## src/rtl/clk_div_monitor.sv

```systemverilog
// Checks a slow divided clock against an expected period: measures rise-to-rise
// period and high time, and reports lock, sticky error and sticky timeout status.
module clk_div_monitor #(
    parameter int CNT_W      = 8,
    parameter int EXP_PERIOD = 6,
    parameter int TOL        = 0,
    parameter int LOCK_COUNT = 4,
    parameter int TIMEOUT    = 64
) (
    input  logic             clk,
    input  logic             rst,
    input  logic             en,
    input  logic             mon_in,
    input  logic             err_clr,
    output logic [CNT_W-1:0] period,
    output logic [CNT_W-1:0] high_time,
    output logic             meas_valid,
    output logic             locked,
    output logic             err,
    output logic             timeout
);

    localparam int                GC_W      = $clog2(LOCK_COUNT + 1);
    localparam logic [CNT_W-1:0]  CNT_MAX   = '1;
    localparam logic [CNT_W:0]    EXP_EXT   = (CNT_W + 1)'(EXP_PERIOD);
    localparam logic [CNT_W:0]    TOL_EXT   = (CNT_W + 1)'(TOL);
    localparam logic [CNT_W-1:0]  TIMEOUT_C = CNT_W'(TIMEOUT);
    localparam logic [GC_W-1:0]   LOCK_C    = GC_W'(LOCK_COUNT);

    typedef enum logic [1:0] {
        IDLE,
        ACQ,
        TRACK
    } state_t;

    state_t           state;
    state_t           state_next;
    logic             s1;
    logic             s2;
    logic             s3;
    logic             rise;
    logic             fall;
    logic [CNT_W-1:0] pcnt;
    logic [CNT_W-1:0] hcnt;
    logic [CNT_W-1:0] hlat;
    logic [GC_W-1:0]  good_cnt;
    logic [GC_W-1:0]  good_next;
    logic             locked_next;
    logic             clear_cnt;
    logic             do_meas;
    logic             meas_good;
    logic             set_err;
    logic             set_to;
    logic [CNT_W:0]   pcnt_ext;
    logic [CNT_W:0]   diff;

    always_ff @(posedge clk) begin
        if (rst) begin
            s1 <= 1'b0;
            s2 <= 1'b0;
            s3 <= 1'b0;
        end else begin
            s1 <= mon_in;
            s2 <= s1;
            s3 <= s2;
        end
    end

    assign rise = s2 & ~s3;
    assign fall = ~s2 & s3;

    // One extra bit keeps the absolute difference free of wrap-around.
    always_comb begin
        pcnt_ext  = {1'b0, pcnt};
        diff      = (pcnt_ext >= EXP_EXT) ? (pcnt_ext - EXP_EXT) : (EXP_EXT - pcnt_ext);
        meas_good = (diff <= TOL_EXT) && (pcnt != CNT_MAX);
    end

    always_comb begin
        state_next  = state;
        clear_cnt   = 1'b0;
        do_meas     = 1'b0;
        set_err     = 1'b0;
        set_to      = 1'b0;
        good_next   = good_cnt;
        locked_next = locked;
        if (!en) begin
            state_next  = IDLE;
            clear_cnt   = 1'b1;
            good_next   = '0;
            locked_next = 1'b0;
        end else begin
            case (state)
                IDLE: begin
                    state_next  = ACQ;
                    clear_cnt   = 1'b1;
                    good_next   = '0;
                    locked_next = 1'b0;
                end
                ACQ: begin
                    if (rise) begin
                        state_next = TRACK;
                    end else if (pcnt == TIMEOUT_C) begin
                        set_to = 1'b1;
                    end
                end
                TRACK: begin
                    if (rise) begin
                        do_meas = 1'b1;
                        if (meas_good) begin
                            good_next   = (good_cnt == LOCK_C) ? good_cnt : good_cnt + 1'b1;
                            locked_next = (good_next == LOCK_C);
                        end else begin
                            good_next   = '0;
                            locked_next = 1'b0;
                            set_err     = 1'b1;
                        end
                    end else if (pcnt == TIMEOUT_C) begin
                        set_to      = 1'b1;
                        good_next   = '0;
                        locked_next = 1'b0;
                        state_next  = ACQ;
                    end
                end
                default: state_next = IDLE;
            endcase
        end
    end

    // Counters run only while acquiring or tracking; a partial period is dropped on exit.
    always_ff @(posedge clk) begin
        if (rst || clear_cnt) begin
            pcnt <= '0;
            hcnt <= '0;
            hlat <= '0;
        end else begin
            if (rise) begin
                pcnt <= CNT_W'(1);
            end else if (pcnt != CNT_MAX) begin
                pcnt <= pcnt + 1'b1;
            end
            if (rise) begin
                hcnt <= CNT_W'(1);
            end else if (s2 && (hcnt != CNT_MAX)) begin
                hcnt <= hcnt + 1'b1;
            end
            if (fall) begin
                hlat <= hcnt;
            end
        end
    end

    always_ff @(posedge clk) begin
        if (rst) begin
            state      <= IDLE;
            good_cnt   <= '0;
            locked     <= 1'b0;
            meas_valid <= 1'b0;
            period     <= '0;
            high_time  <= '0;
            err        <= 1'b0;
            timeout    <= 1'b0;
        end else begin
            state      <= state_next;
            good_cnt   <= good_next;
            locked     <= locked_next;
            meas_valid <= do_meas;
            if (do_meas) begin
                period    <= pcnt;
                high_time <= hlat;
            end
            if (set_err) begin
                err <= 1'b1;
            end else if (err_clr) begin
                err <= 1'b0;
            end
            if (set_to) begin
                timeout <= 1'b1;
            end else if (err_clr) begin
                timeout <= 1'b0;
            end
        end
    end

endmodule

```

## config.mk

```make
export PLATFORM = sky130hd
export DESIGN_NAME = clk_div_monitor
export DESIGN_NICKNAME = d
export VERILOG_FILES = /design/src/rtl/clk_div_monitor.sv
export SDC_FILE = /design/constraint.sdc
export NUM_CORES = 1
export LEC_CHECK = 0
export ABC_AREA = 1
export CAP_MARGIN = 20
export CORE_MARGIN = 2
export CORE_UTILIZATION = 40
export CTS_CLUSTER_DIAMETER = 60
export DETAILED_ROUTE_END_ITERATION = 16
export PLACE_DENSITY = 0.67
export SYNTH_ARGS = -nofsm -noshare
export SYNTH_HDL_FRONTEND = slang
export SYNTH_SLANG_ARGS = --single-unit
```

## constraint.sdc

```tcl
create_clock -name clk -period 1.9 [get_ports clk]
set_input_delay 0.57 -clock clk [delete_from_list [all_inputs] [get_ports clk]]
set_output_delay 0.57 -clock clk [all_outputs]
set_load 0.05 [all_outputs]
```

==> results.sh <==
export IMPL_yosysSeqAreaShare_pct=42.5
export IMPL_root_buffer="clkbuf_8"
export IMPL_gp_congestion=0.847
export IMPL_status="finished, final reports clean"
export IMPL_drt_total_wl_um=4980
export IMPL_ys_top_cells_by_area="dfxtp_1 43%, nand2_1 13%, a21oi_1 7.4%"
export IMPL_clk_insertion_delay_late_ns=0.31
export IMPL_synth_simple_area_share_pct=27.3
export IMPL_synth_top_cell_area_share_pct=42.5
export IMPL_critical_path_class="input port to flop"
export IMPL_die_y_um=82.2
export IMPL_vias=2065
export IMPL_fin_setup_tns_ns=0
export IMPL_worstPathMaxFanout=8
export IMPL_period_needed_ns=1.67
export IMPL_syn_inst=318
export IMPL_start_util_pct=41.4
export IMPL_synthAdderAreaFrac_pct=7.15
export IMPL_crit_arrival_ns=1.91
export IMPL_p_sw_mw=0.454
export IMPL_avgSynthCellArea_um2=7.70
export IMPL_dieArea_um2=6760
export IMPL_rsz0062_at_grt="no"
export IMPL_grt_usage_pct=16.1
export IMPL_timing_fmax_ghz=0.599
export IMPL_numCtsBuffers=5
export IMPL_fillers=622
export IMPL_hp_class="flop to flop"
export IMPL_min_from="s1"
export IMPL_wl_per_cell_um=11.8
export IMPL_synth_edf_count=0
export IMPL_hold_violations=0
export IMPL_clock_path_buffers=2
export IMPL_cp_common_cell="inv_2"
export IMPL_seqPwrFrac_pct=54.8
export IMPL_placementRows=28
export IMPL_port_buffers=24
export IMPL_ant_nets=0
export IMPL_power_leakage_nw=1.13
export IMPL_setup_violations_final=0
export IMPL_ir_worst_vdd_mv=0.300
export IMPL_synth_commonest_cells="84 x nand2_1, 52 x dfxtp_1, 36 x a21oi_1, 31 x nor2_1, 30 x inv_1"
export IMPL_r2r_start="pcnt[0]"
export IMPL_tritoncts="built"
export IMPL_drc=0
export IMPL_worst_path_largest_cell_delay_ns=0.47
export IMPL_synth_main_ff_cell="dfxtp_1"
export IMPL_hold_buffers=0
export IMPL_post_cts_setup_buffers=0
export IMPL_grt_pass1_vias=1786
export IMPL_comb_power_share_pct=5.5
export IMPL_gr_total_overflow=0
export IMPL_area_growth_pct=17.2
export IMPL_drive_above_1_share_pct=14.9
export IMPL_synth_largest_area_cell="dfxtp_1"
export IMPL_synth_compound_area_share_pct=12.9
export IMPL_synth_cell_types=33
export IMPL_yosysMostFrequentCell="nand2_1"
export IMPL_fin_cells=423
export IMPL_internal_power_mw=1.57
export IMPL_skew_ns=0.00695
export IMPL_power_density_nw_per_um2=705
export IMPL_antenna_found_initial=0
export IMPL_startpoint_type="input port"
export IMPL_fin_crit_sh_pct=87.9
export IMPL_htree_levels=2
export IMPL_crit_path_start="en"
export IMPL_synth_warnings=0
export IMPL_io_pins=25
export IMPL_cts_resized=0
export IMPL_slew_violations=0
export IMPL_worstMarginPinSlew_ns=0.352
export IMPL_slowest_stage="clkdlybuf4s50_1"
export IMPL_synth_seq_cells=52
export IMPL_die_w_um=82.2
export IMPL_antennaDiodeCount=0
export IMPL_core_area_um2=5920
export IMPL_cp_end_kind="flop"
export IMPL_multi_input_area_um2=1230
export IMPL_nNetsFinal=366
export IMPL_async_flop_share_pct=0
export IMPL_cts_sinks=52
export IMPL_max_cap_violations=0
export IMPL_syn_area_um2=2450
export IMPL_synthesis_nets=337
export IMPL_synthXorXnorAreaFrac_pct=2.86
export IMPL_register_area_um2=1040
export IMPL_clkPwrFrac_pct=39.7
export IMPL_critical_path_top_delay_family="buffers and inverters"
export IMPL_whs_ns=0.410
export IMPL_cp_cell_sequence="clkdlybuf4s50_1, inv_2, nor2_4, inv_2, or2_4, nor2_8, inv_2, nor3b_2"
export IMPL_dp_cells=415
export IMPL_grt_pass1_wl_um=8240
export IMPL_hpwlAfterDp_um=3730
export IMPL_grt_max_degree=22
export IMPL_swShare_pct=22.5
export IMPL_synth_top_family_by_area="simple AND/OR/NAND/NOR gates"
export IMPL_synthMuxAreaShare_pct=0
export IMPL_path_buf_inv=4
export IMPL_relSlewSlack_pct=76.4
export IMPL_clkTransAtPathRegs_ns=0.09
export IMPL_vias_per_cell=4.88
export IMPL_drt_pass1_iterations=4
export IMPL_drt_iter0_markers=73
export IMPL_required_ns=2.14
export IMPL_regToRegSetupSlack_ns=0.26
[final cells by class]
class	count	area share, %
clock inverters	2	1.35
well taps	75	3.27
flip-flops and latches	52	36.3
clock buffers	6	2.88
repair buffers	30	8.63
inverters	36	4.71
multi-input cells	222	42.9
[routing by layer]
metal  vias to the layer above  GRT usage [%]  wire [um]
li1                       1087              -          -
met5                         -              0          0
met1                       949           20.2       2370
met3                         9           3.37        119
met2                        20           26.5       2410
met4                         0           6.67         89
[worst min-delay path, stage by stage (launching register included)]
cell and delay (ns):
dfxtp_1 0.31, inv_1 0.04, nor2_1 0.03
[worst paths after layout]
kind,cells after the start,endpoint
setup / recovery,8,hcnt[6]
hold / removal,2,s2
setup reg to reg,9,locked
hold reg to reg,2,s2
[cells in the final DEF, fill, tap and decap left out, types with 2 or more instances in the layout]
cell type        count
a211oi_1             6
a21oi_1             36
buf_4               25
clkbuf_8             6
clkdlybuf4s50_1      4
dfxtp_1             52
ha_1                14
inv_1               30
inv_2                6
nand2_1             84
nand3_1              8
nand4_1              6
nor2_1              31
nor2_8               3
o21ai_0              9
o21ai_1              2
xor2_1               7
[power groups by stage]
stage | Sequential [mW] | Combinational [mW] | Clock [mW]
4_1_cts | 1.11 | 0.113 | 0.819
2_1_floorplan | 1.13 | 0.0768 | 0
6_report | 1.11 | 0.112 | 0.803
3_5_place_dp | 1.13 | 0.111 | 0
5_1_grt | 1.11 | 0.128 | 0.865
3_3_place_gp | 1.13 | 0.110 | 0
[through the flow]
stage,worst slack (ns),power (mW),area [um2],utilization [%]
2_1_floorplan,0.466,1.21,2450,-
3_3_place_gp,-0.0690,1.24,2750,46.4
3_5_place_dp,-0.105,1.24,2750,46.4
4_1_cts,0.218,2.04,2870,48.5
5_1_grt,0.0419,2.10,2870,48.5
6_report,0.230,2.02,2870,48.5
[state kept, by name (all words and copies together), names as in the netlist, 2 cells and up]
signal / count
state: 2
high_time: 8
hcnt: 8
hlat: 8
good_cnt: 3
pcnt: 8
period: 8
[cell families after synthesis]
logic type / count (synthesis)
flops: 52
buf+inv: 44
compound gates: 58
xor+xnor: 8
simple gates: 142
fa+ha+maj: 14
Power figures use the tool's default switching activity.
